$ cat config.mk
export PLATFORM = sky130hd
export DESIGN_NAME = fisqr_sched
export DESIGN_NICKNAME = d
export VERILOG_FILES = /design/src/rtl/fisqr_pkg.sv /design/src/rtl/fisqr_rr_arb.sv /design/src/rtl/fisqr_sched.sv
export SDC_FILE = /design/constraint.sdc
export NUM_CORES = 1
export LEC_CHECK = 0
export BUFFER_PORTS_ARGS = -buffer_cell sky130_fd_sc_hd__buf_2
export CORE_MARGIN = 1
export CORE_UTILIZATION = 42
export DETAILED_ROUTE_END_ITERATION = 10
export PLACE_DENSITY = 0.79
export SLEW_MARGIN = 20
export SYNTH_ARGS = -nofsm -noshare
export SYNTH_HDL_FRONTEND = slang
export SYNTH_HIERARCHICAL = 1
export SYNTH_SLANG_ARGS = --single-unit
$ cat constraint.sdc
create_clock -name clk -period 3.47 [get_ports clk]
set_clock_uncertainty 0.15 [all_clocks]
set_input_delay 0.694 -clock clk [delete_from_list [all_inputs] [get_ports clk]]
set_output_delay 0.694 -clock clk [all_outputs]
set_load 0.03 [all_outputs]
$ cat src/rtl/fisqr_pkg.sv
// Shared types and defaults for the fast_inv_sqrt request scheduler.
package fisqr_pkg;

    localparam int unsigned FISQR_DATA_W  = 27;
    localparam int unsigned FISQR_LATENCY = 5;
    // Tag index field is sized for the largest legal requester count (16).
    localparam int unsigned FISQR_IDX_W   = 4;

    typedef enum logic [1:0] {
        RUN,
        DRAIN,
        HALT
    } fisqr_state_e;

    typedef struct packed {
        logic                   valid;
        logic [FISQR_IDX_W-1:0] idx;
    } fisqr_tag_t;

endpackage

$ cat src/rtl/fisqr_rr_arb.sv
// Combinational round-robin grant: search starts one past last_grant_i and wraps.
module fisqr_rr_arb #(
    parameter int unsigned N_REQ = 4,
    parameter int unsigned IDX_W = $clog2(N_REQ)
) (
    input  logic [N_REQ-1:0] req_valid_i,
    input  logic [IDX_W-1:0] last_grant_i,
    output logic [N_REQ-1:0] grant_o,
    output logic [IDX_W-1:0] grant_idx_o,
    output logic             any_o
);

    always_comb begin
        int unsigned cand;
        grant_o     = '0;
        grant_idx_o = '0;
        any_o       = 1'b0;
        cand        = 0;
        for (int unsigned off = 1; off <= N_REQ; off++) begin
            cand = (32'(last_grant_i) + off) % N_REQ;
            if (!any_o && req_valid_i[cand]) begin
                grant_o[cand] = 1'b1;
                grant_idx_o   = IDX_W'(cand);
                any_o         = 1'b1;
            end
        end
    end

endmodule

$ cat src/rtl/fisqr_sched.sv
// Round-robin sharing of one fast_inv_sqrt pipeline among N_REQ requesters,
// with tag-routed returns and drain control. Optional counters: FISQR_SCHED_PERF_EN.
module fisqr_sched
    import fisqr_pkg::*;
#(
    parameter int unsigned N_REQ   = 4,
    parameter int unsigned DATA_W  = FISQR_DATA_W,
    parameter int unsigned LATENCY = FISQR_LATENCY
) (
    input  logic                         clk,
    input  logic                         rst,
    input  logic [N_REQ-1:0]             req_valid,
    input  logic [N_REQ*DATA_W-1:0]      req_data,
    output logic [N_REQ-1:0]             req_ready,
    output logic [DATA_W-1:0]            fisqr_in,
    input  logic [DATA_W-1:0]            fisqr_out,
    output logic [N_REQ-1:0]             resp_valid,
    output logic [DATA_W-1:0]            resp_data,
    input  logic                         drain_req,
    output logic                         drained,
    output logic [$clog2(LATENCY+3)-1:0] in_flight
`ifdef FISQR_SCHED_PERF_EN
    ,
    output logic [31:0]                  perf_issued,
    output logic [31:0]                  perf_conflict
`endif
);

    localparam int unsigned IDX_W = (N_REQ < 2) ? 1 : $clog2(N_REQ);
    localparam int unsigned CNT_W = $clog2(LATENCY + 3);
    // Stage 0 sits beside fisqr_in; the pipeline's input register adds one
    // stage ahead of its LATENCY, so the last stage lines up with fisqr_out.
    localparam int unsigned TAG_N = LATENCY + 2;

    if (N_REQ < 2 || N_REQ > 16) begin : g_bad_n_req
        $error("fisqr_sched: N_REQ must be in 2..16");
    end

    fisqr_state_e            state_q, state_d;
    logic [IDX_W-1:0]        last_grant_q, last_grant_d;
    logic [DATA_W-1:0]       fisqr_in_q, fisqr_in_d;
    fisqr_tag_t              tag_q [TAG_N];
    fisqr_tag_t              tag_d;
    fisqr_tag_t              ret_tag;
    logic [N_REQ-1:0]        resp_valid_q, resp_valid_d;
    logic [DATA_W-1:0]       resp_data_q, resp_data_d;
    logic [CNT_W-1:0]        in_flight_q, in_flight_d;

    logic [N_REQ-1:0]        arb_grant;
    logic [IDX_W-1:0]        arb_idx;
    logic                    arb_any;
    logic                    run_ok;
    logic                    xfer;
    logic                    ret;

    fisqr_rr_arb #(
        .N_REQ (N_REQ),
        .IDX_W (IDX_W)
    ) u_arb (
        .req_valid_i  (req_valid),
        .last_grant_i (last_grant_q),
        .grant_o      (arb_grant),
        .grant_idx_o  (arb_idx),
        .any_o        (arb_any)
    );

    assign run_ok    = (state_q == RUN) && !rst;
    assign req_ready = run_ok ? arb_grant : '0;
    assign xfer      = run_ok && arb_any;
    assign ret_tag   = tag_q[TAG_N-1];
    assign ret       = ret_tag.valid;

    always_comb begin
        state_d = state_q;
        unique case (state_q)
            RUN:     if (drain_req) state_d = DRAIN;
            DRAIN:   if (in_flight_q == '0) state_d = HALT;
            HALT:    if (!drain_req) state_d = RUN;
            default: state_d = RUN;
        endcase
    end

    always_comb begin
        tag_d        = '0;
        fisqr_in_d   = fisqr_in_q;
        last_grant_d = last_grant_q;
        if (xfer) begin
            tag_d.valid  = 1'b1;
            tag_d.idx    = FISQR_IDX_W'(arb_idx);
            fisqr_in_d   = req_data[arb_idx*DATA_W +: DATA_W];
            last_grant_d = arb_idx;
        end

        resp_valid_d = '0;
        resp_data_d  = resp_data_q;
        if (ret) begin
            resp_valid_d[ret_tag.idx] = 1'b1;
            resp_data_d               = fisqr_out;
        end

        in_flight_d = in_flight_q;
        if (xfer && !ret) begin
            in_flight_d = in_flight_q + CNT_W'(1);
        end else if (!xfer && ret) begin
            in_flight_d = in_flight_q - CNT_W'(1);
        end
    end

    always_ff @(posedge clk) begin
        if (rst) begin
            state_q      <= RUN;
            last_grant_q <= IDX_W'(N_REQ - 1);
            fisqr_in_q   <= '0;
            resp_valid_q <= '0;
            resp_data_q  <= '0;
            in_flight_q  <= '0;
            for (int unsigned i = 0; i < TAG_N; i++) begin
                tag_q[i] <= '0;
            end
        end else begin
            state_q      <= state_d;
            last_grant_q <= last_grant_d;
            fisqr_in_q   <= fisqr_in_d;
            resp_valid_q <= resp_valid_d;
            resp_data_q  <= resp_data_d;
            in_flight_q  <= in_flight_d;
            tag_q[0]     <= tag_d;
            for (int unsigned i = 1; i < TAG_N; i++) begin
                tag_q[i] <= tag_q[i-1];
            end
        end
    end

    assign fisqr_in   = fisqr_in_q;
    assign resp_valid = resp_valid_q;
    assign resp_data  = resp_data_q;
    assign in_flight  = in_flight_q;
    assign drained    = (state_q == HALT);

`ifdef FISQR_SCHED_PERF_EN
    logic [31:0] perf_issued_q, perf_issued_d;
    logic [31:0] perf_conflict_q, perf_conflict_d;

    always_comb begin
        perf_issued_d   = perf_issued_q + (xfer ? 32'd1 : 32'd0);
        perf_conflict_d = perf_conflict_q;
        if (state_q == RUN && $countones(req_valid) >= 2) begin
            perf_conflict_d = perf_conflict_q + 32'd1;
        end
    end

    always_ff @(posedge clk) begin
        if (rst) begin
            perf_issued_q   <= '0;
            perf_conflict_q <= '0;
        end else begin
            perf_issued_q   <= perf_issued_d;
            perf_conflict_q <= perf_conflict_d;
        end
    end

    assign perf_issued   = perf_issued_q;
    assign perf_conflict = perf_conflict_q;
`endif

endmodule

After elaboration in Yosys (flattened, before gate mapping)
Memories as Yosys holds them, arrays and structs flattened.
Cells that the tools add are included.

storage, ports and cells
  bits in registers = 65
  memory bits (writable) = 35
  input port bits = 142
  word-level logic and storage cells = 112
  memories = 1

memory list
  name   depth  bits a word  read ports  clocked after Yosys merged registers in  wr ports  line               text
  tag_q  7      5            7           0                                        7         fisqr_sched.sv:42  fisqr_tag_t tag_q [TAG_N];

operators by class
  add/subtract/negate cells = 6
  $mul = 1
  magnitude comparators = 10
  equal/unequal tests = 5
  shift-type cells = 1
  multiplexer cells = 48
  bitwise gates (word level) = 11
  reduce and logical (&&, ||, !) cells = 23

operators with widths
  kind                                                                                  count
  108-bit by 8-bit variable part select with 27-bit output                              1
  5-bit 2-to-1 mux                                                                      8
  4-bit 2-to-1 mux                                                                      5
  1-bit 2-to-1 mux                                                                      16
  2-bit 2-to-1 mux                                                                      7
  1-bit logical AND                                                                     12
  2-bit by 3-bit less-than comparator with 1-bit output (second input constant)         4
  4-bit bitwise OR                                                                      3
  1-bit demux with 2-bit select                                                         5
  1-bit binary-select mux with 2-bit select                                             4
  2-bit by 1-bit greater-or-equal comparator with 1-bit output (second input constant)  4
  2-bit by 5-bit multiplier with 7-bit output (second input constant)                   1
  1-bit bitwise OR                                                                      7
  1-bit logical NOT                                                                     6
  3-bit 2-to-1 mux                                                                      2
  2-bit inequality test (second input constant)                                         3
  2-bit one-hot mux with 3 select lines                                                 1
  2-bit by 1-bit adder with 2-bit output (second input constant)                        2
  2-bit adder (second input constant)                                                   2
  4-bit by 1-bit greater-or-equal comparator with 1-bit output (second input constant)  1
  4-bit by 3-bit less-than comparator with 1-bit output (second input constant)         1
  3-bit by 1-bit adder with 3-bit output (second input constant)                        1
  3-bit logical NOT                                                                     1
  3-bit AND reduction                                                                   1
  other kinds (7)                                                                       7

Logic depth before layout (Yosys ltp)
Gate-level depths: netlist (run 1).

  depth in word-level cells = 18
  gate-level depth with buffers = 14
  mapped depth without buffers = 10

Modules after synthesis
The synthesis (run 1) kept the hierarchy.

modules (own cells, without submodules)
  module        times used  cells an instance  area each (um2)  seq. area each (um2)
  fisqr_sched   1           325                3651.0           1721.7
  fisqr_rr_arb  1           86                 629.4            0.0

Least setup slack after synthesis (run 1)
OpenSTA, ideal clock, no wires.

  path type = reg2reg
  start = reg last_grant_q[0]
  end = reg fisqr_in_q[14], in the netlist fisqr_in[14]
  setup time = 0.128 ns
  arrival = 3.130 ns
  data required time = 3.192 ns
  setup slack = 0.062 ns
  stages on the path, launching flop included = 15
  clock period less this slack = 3.408 ns
  cells stage by stage = dfxtp_1 > buf_6 > buf_2 > inv_1 > ha_1 > clkbuf_1 > a21oi_1 > a211oi_1 > a311o_1 > a221oi_1 > buf_6 > buf_6 > mux4_2 > nand2_1 > o21ai_1

between the ends
  cells in the longest elaborated chain, start to end = 15

ends and longest elaborated chain
  item                                                        line                text
  start, declared                                             fisqr_sched.sv:40   logic [IDX_W-1:0] last_grant_q, last_grant_d;
  start signal, assigned                                      fisqr_sched.sv:112  last_grant_q <= IDX_W'(N_REQ - 1);
  start signal, assigned                                      fisqr_sched.sv:122  last_grant_q <= last_grant_d;
  2-bit by 1-bit adder with 2-bit output                      fisqr_rr_arb.sv:20  cand = (32'(last_grant_i) + off) % N_REQ;
  1-bit binary-select mux with 2-bit select                   fisqr_rr_arb.sv:21  if (!any_o && req_valid_i[cand]) begin
  1-bit 2-to-1 mux (not written as such)                      fisqr_rr_arb.sv:21
  1-bit 2-to-1 mux                                            fisqr_rr_arb.sv:21
  1-bit logical NOT                                           fisqr_rr_arb.sv:21
  1-bit logical AND                                           fisqr_rr_arb.sv:21
  1-bit 2-to-1 mux                                            fisqr_rr_arb.sv:21
  1-bit logical NOT                                           fisqr_rr_arb.sv:21
  1-bit logical AND                                           fisqr_rr_arb.sv:21
  1-bit 2-to-1 mux                                            fisqr_rr_arb.sv:21
  1-bit logical NOT                                           fisqr_rr_arb.sv:21
  1-bit logical AND                                           fisqr_rr_arb.sv:21
  2-bit 2-to-1 mux *                                          fisqr_rr_arb.sv:21
  net arb_idx[0]                                              fisqr_sched.sv:50   logic [IDX_W-1:0] arb_idx;
  2-bit by 5-bit multiplier with 7-bit output *               fisqr_sched.sv:90   fisqr_in_d = req_data[arb_idx*DATA_W +: DATA_W];
  108-bit by 8-bit variable part select with 27-bit output *  fisqr_sched.sv:90
  end signal, assigned                                        fisqr_sched.sv:123  fisqr_in_q <= fisqr_in_d;
  end, declared                                               fisqr_sched.sv:41   logic [DATA_W-1:0] fisqr_in_q, fisqr_in_d;

Mark *: on every way through the listed nets, which the timed path passes. The rest lies on a longest branch. The select of a mux whose other input is x is not followed.
A chain may end at the register's enable or synchronous reset.

Final worst setup path (run 1)
  start = reg last_grant_q[0]
  end = out req_ready[2]

between the ends
  cells in the longest elaborated chain, start to end = 14

ends and longest elaborated chain
  item                                                                                                            line                text
  parallel branches: the longest is 12 deep, another holds 2-bit by 3-bit less-than comparator with 1-bit output  -
  4-bit 2-to-1 mux *                                                                                              fisqr_rr_arb.sv:21
  net arb_grant[2]                                                                                                fisqr_sched.sv:49   logic [N_REQ-1:0] arb_grant;
  4-bit 2-to-1 mux *                                                                                              fisqr_sched.sv:68   assign req_ready = run_ok ? arb_grant : '0;
  end, declared                                                                                                   fisqr_sched.sv:14   output logic [N_REQ-1:0] req_ready,

Mark *: on every way through the listed nets, which the timed path passes. The select of a mux whose other input is x is not followed.

==> summary.txt, run 1 <==
Detailed routing
  – Routed vias: 3919
  – Final wirelength: 10620 µm
  – Drt via density: ~5.2
  – Initial DRT Pass Iterations: 5
  – Remaining DRCs: 0
  – Post-route ant nets: 0
  – DR WL/cell: around 14 µm
  – Number of DRC markers in iteration 0: 227

Timing
  – Fin. max-slew vios: 0
  – Setup tns final: 0 ns
  – Hold Worst Slack: a little under 0.3 ns
  – Fin crit period: between 3 and 4 ns
  – Fmax: about 300 MHz
  – Final hold violations: 0
  – RSZ-0062 raised after global routing: no
  – Final worst-path cycle share: 0.9664
  – Worst slew pin tran: 0.7533 ns
  – Max_slew headroom: 0.4978
  – Final setup fails: 0

Clock network
  – H-tree Lvls: 3
  – Worst-path clk slew: 0.08 ns
  – Num CTS Buffers: 9
  – CTS Hold Buffers Added: 0
  – Clk sinks: 86
  – Root buffer cell: clkbuf_8
  – Worst-skew pair later-pin latency: 0.34 ns
  – CTS tree: yes
  – Clock buffer depth: 2

Global route
  – Initial antenna violation count: 0
  – Vias in the first global route: 3557
  – Gr usage total: 0.1872
  – First-pass GRT wire length: around 16000 µm
  – Gr ovfl total: 0
  – Largest net degree at the start of global routing: 84

Synth
  – YS warnings: 6
  – Most used DFF post-synth: dfxtp_1
  – Mapped Cells: 411
  – FFs w/ async S/R, synth: 0
  – Seq/Total Area, Yosys: 0.4022
  – Synthesized Nets: 563
  – Post-synth EDFFs: 0
  – Syn Std Cell Area: 4280 µm²
  – Synth top area cells: dfxtp_1 (40%), mux4_2 (12%), mux2i_1 (7.2%)
  – Mapped Avg Cell Area: 10.41 µm²
  – Synth top area share: 0.4022
  – Seq cells post-synth: 86
  – Unique masters post-synth: 45
  – Largest area contributor in the netlist: dfxtp_1

Placed design
  – DP HPWL: 7808 µm
  – Placed Area: 5388 µm²
  – Gpl congestion: just under 0.9
  – IO buf count: between 200 and 250

Cells and area
  – Share of post-route cells with drive strength above 1: 0.4332
  – Area grow syn2layout: 31.95%
  – Fin nets: 761
  – Diode count: 0
  – Final instance area: 5648 µm²
  – Fin util: 0.5752

Floorplan
  – Initial Util: 0.4359
  – I/O pin count: 208
  – Die height: 103.0 µm
  – Row count: 36
  – Die Width: 103.0 µm
  – Die footprint: ~11000 µm²
  – Core Area: 9819 µm²

Status
  – Status: finished, final reports clean

Power and ir drop
  – Max IR drop VDD: 288.3 µV
  – Pwr Total: about 3.0 mW
  – Leakage Power: 2.570 nW
  – PwrDens: 527.0 nW/µm²

Job
  – Max-cap viol count: 0

Setup path
  – CP endpoint kind: output pin
  – Critical Path RT: 2.63 ns
  – Crit path DAT: 2.51 ns
  – Crit start category: register
  – CP Max Fanout: 14
  – Crit Path Category: register to output pin

Hold path
  – Hold Path Class: register to register
==> layout make-up <==
type,instances,area [µm²]
Fill cell,876,4172
Multi-Input combinational cell,282,2384
Sequential cell,86,1723
Timing Repair Buffer,218,1139
Tap cell,133,166.4
Clock buffer,11,131.4
Clock inverter,5,60.06
Inverter,12,45.04
==> critical path, cell delays in order (launching register included) <==
cell	delay (ns)
dfxtp_2	0.37
buf_8	0.16
mux4_1	0.71
nand4_1	0.17
o31ai_1	0.10
a2111o_1	0.35
and2_1	0.14
buf_2	0.17
==> metal layers <==
metal,wire length [µm],track usage
met4,162,0.06067
met1,4168,0.2109
met3,817,0.04475
met2,5475,0.3462
met5,0,0
==> path summary, 6_finish.rpt <==
check	start	end	slack [ns]	cells past startpoint
setup / recovery	last_grant_q[0]	req_ready[2]	0.12	7
hold / removal	tag_q[0][0]	tag_q[1][0]	0.29	1
setup reg to reg	last_grant_q[0]	fisqr_in[3]	0.54	9
hold reg to reg	tag_q[0][0]	tag_q[1][0]	0.29	1
==> synthesized netlist by cell type, types with 4 or more instances <==
| cell | instances |
|---|---|
| nor2b_1 | 19 |
| mux4_2 | 22 |
| o21ai_1 | 20 |
| nand2b_1 | 30 |
| a21oi_1 | 6 |
| or3_1 | 5 |
| ha_1 | 9 |
| and2_1 | 4 |
| dfxtp_1 | 86 |
| o21ai_0 | 10 |
| o31ai_1 | 4 |
| buf_6 | 9 |
| nor2_1 | 35 |
| mux2i_1 | 31 |
| inv_1 | 11 |
| nand4_1 | 6 |
| clkbuf_1 | 9 |
| mux4_1 | 7 |
| a31oi_1 | 5 |
| buf_2 | 12 |
| nand2_1 | 35 |
| a2111o_1 | 4 |
==> registers in the layout (all words and copies together) (netlist names) <==
| name | flops |
|---|---|
| tag_q | 21 |
| state_q | 2 |
| last_grant_q | 2 |
| resp_valid | 4 |
| resp_data | 27 |
| in_flight | 3 |
| fisqr_in | 27 |
==> logic make-up after synthesis <==
group                      share of synthesized area
AOI/OAI and AO/OA                            0.08711
xor gates and xnor gates                    0.004093
adders and majority gates                    0.03099
buffers and inverters                        0.05846
DFF                                           0.4022
muxes                                         0.2339
and+or+nand+nor                               0.1833
==> layout by cell type, fill, tap and decap left out, types with 8 or more instances in the layout <==
cell      netlist  layout
mux4_1          7       8
nand2_1        35      35
buf_4           0       9
ha_1            9       8
o21ai_1        20      20
dfxtp_1        86      85
nor2b_1        19      19
buf_2          12     207
mux4_2         22      22
o21ai_0        10      10
mux2i_1        31      31
inv_1          11      11
nor2_1         35      35
clkbuf_8        0       9
nand2b_1       30      30
==> metrics by stage <==
step | std cells | setup slack, ns
after floorplan | 411 | 0.06206
after global placement | 728 | 0.2488
after detailed placement | 728 | 0.1523
after CTS | 744 | 0.01992
after global routing | 747 | 0.02999
final | 747 | 0.1164
==> power breakdown <==
part	internal (mW)	total, mW	leakage, nW	switching (mW)
clock	0.335	0.681	0.0935	0.346
sequential	1.10	1.17	0.702	0.0637
combinational	0.489	1.13	1.77	0.639
total	1.93	2.98	2.57	1.05
==> what timing repair did <==
action | in CTS | in global routing
setup buffers | 0 | 2
setup endpoints to repair | 4 | 4
cloned | 0 | 1
resized for setup | 1 | 5
No activity file was read; power rests on OpenSTA's default activity.
==> run 2: changes to the inputs <==
Settings changed: CORE_UTILIZATION 42 to 50, PLACE_DENSITY 0.79 to 0.93, SKIP_LAST_GASP set to 1.
Clock period 3.47 ns to 4.2 ns, I/O delays scaled along.
==> summary.txt, run 2 (synthesis results as in run 1) <==
Status
  – Status: finished, final reports clean

Cells and area
  – Fin nets: 755
  – Area grow syn2layout: 30.28%
  – Non-Filler Instances: 715
  – Most frequent cells in the layout: buf_2 (207), dfxtp_1 (86), nor2_1 (35), nand2_1 (35), mux2i_1 (31)
  – Share of post-route cells with drive strength above 1: 0.4293
  – Final instance area: about 5600 µm²
  – Fin util: 0.6753
  – Leading cell type in the layout, fill and taps excluded: buf_2

Floorplan
  – Core Area: 8258 µm²
  – Die footprint: 8935 µm²
  – Row count: 33
  – Initial Util: 0.5183
  – Die Width: 94.53 µm
  – I/O pin count: 208
  – Die height: 94.53 µm

Clock network
  – Num CTS Buffers: 9
  – CTS tree: yes
  – H-tree Lvls: 3
  – Root buffer cell: clkbuf_8
  – Worst-skew pair later-pin latency: 0.34 ns
  – Setup Fix Bufs, Post-CTS: 0
  – Worst-path clk slew: 0.09 ns
  – Clock buffer depth: 2
  – Clk sinks: 86

Global route
  – Largest net degree at the start of global routing: 84
  – Gr usage total: 0.2294
  – First-pass GRT wire length: 15800 µm
  – Initial antenna violation count: 1
  – Gr ovfl total: 0
  – Vias in the first global route: 3477

Timing
  – Fin. max-slew vios: 0
  – Max_slew headroom: 0.5162
  – Final hold violations: 0
  – Final worst-path cycle share: 0.9462
  – Final setup fails: 0
  – Fmax: between 200 and 300 MHz
  – Hold Worst Slack: 0.2919 ns
  – Setup tns final: 0 ns
  – RSZ-0062 raised after global routing: no
  – Setup WS post-layout: 0.2261 ns
  – Worst slew pin tran: 0.7257 ns
  – Fin crit period: ~4.0 ns

Setup path
  – CP Max Fanout: 11
  – Crit Path Category: register to output pin
  – Crit start category: register
  – Crit-path slowest cell: dfxtp_1
  – Worst path max stage delay: around 0.57 ns
  – CP endpoint kind: output pin
  – CP most frequent cell: inv_1
  – Critical Path RT: 3.21 ns
  – Cells along the critical path: inv_1 > ha_1 > inv_1 > a31oi_2 > o31ai_1 > a2111o_1 > and2_1 > buf_2
  – CP top delay family: compound AO/OA/AOI/OAI gates
  – Crit path DAT: 2.98 ns
  – Buffers & Inverters on Critical Path: 3

Power and ir drop
  – Leakage Power: 2.560 nW
  – PwrDens: roughly 450 nW/µm²
  – Pwr Total: 2.530 mW
  – Max IR drop VDD: roughly 230 µV

Detailed routing
  – Initial DRT Pass Iterations: 5
  – Number of DRC markers in iteration 0: 162
  – Post-route ant nets: 0
  – Drt via density: 5.274
  – DR WL/cell: 14.85 µm
  – Remaining DRCs: 0
  – Routed vias: approximately 3800
  – Final wirelength: ~11000 µm

Placed design
  – DP HPWL: slightly above 8000 µm
  – Inst Count DP: 697
  – Placed Area: 5330 µm²
  – IO buf count: 207
  – DP Worst Slack: 0.5739 ns
  – Gpl congestion: 0.8885

Job
  – Max-cap viol count: 0

Hold path
  – Hold Path Class: register to register
## run 2: cell types whose count changed in the layout (fill, tap and decap cells not counted), moves of 2 or more
cell,change
clkinv_4,-2
clkbuf_1,-2
inv_6,+3
diode_2,+2
buf_4,-4
## run 2: path summary, 6_finish.rpt
check                                startpoint           end  slack, ns  cells past startpoint
worst max-delay path            last_grant_q[1]  req_ready[2]       0.23                      8
worst min-delay path                tag_q[0][4]   tag_q[1][4]       0.29                      1
worst max register to register  last_grant_q[1]   fisqr_in[1]       0.64                      9
worst min register to register      tag_q[0][4]   tag_q[1][4]       0.29                      1
## run 2: layer usage
| metal | GRT usage | wire length [µm] |
|---|---|---|
| met3 | 0.04589 | 698 |
| met1 | 0.2477 | 3985 |
| met4 | 0.09091 | 295 |
| met2 | 0.4348 | 5640 |
| met5 | 0 | 0 |
## run 2: repair_timing
action / in CTS / in global routing
hold buffers: 0 / 0
gates resized for setup: 0 / 1
endpoints found under the setup margin: 0 / 4
## run 2: area by class of cell
class	count	area [µm²]
fill	660	2681
multi-input combinational	281	2345
sequential	86	1722
timing repair buffer	213	1094
clock buffer	10	137.6
tap	105	131.4
clock inverter	6	97.59
inverter	12	45.04
antenna	2	5.005
## run 2: power by group
part,leakage (nW),internal (mW),switching [mW]
logic,1.74,0.384,0.509
clock network,0.120,0.362,0.303
registers,0.702,0.911,0.0603
total,2.56,1.66,0.873
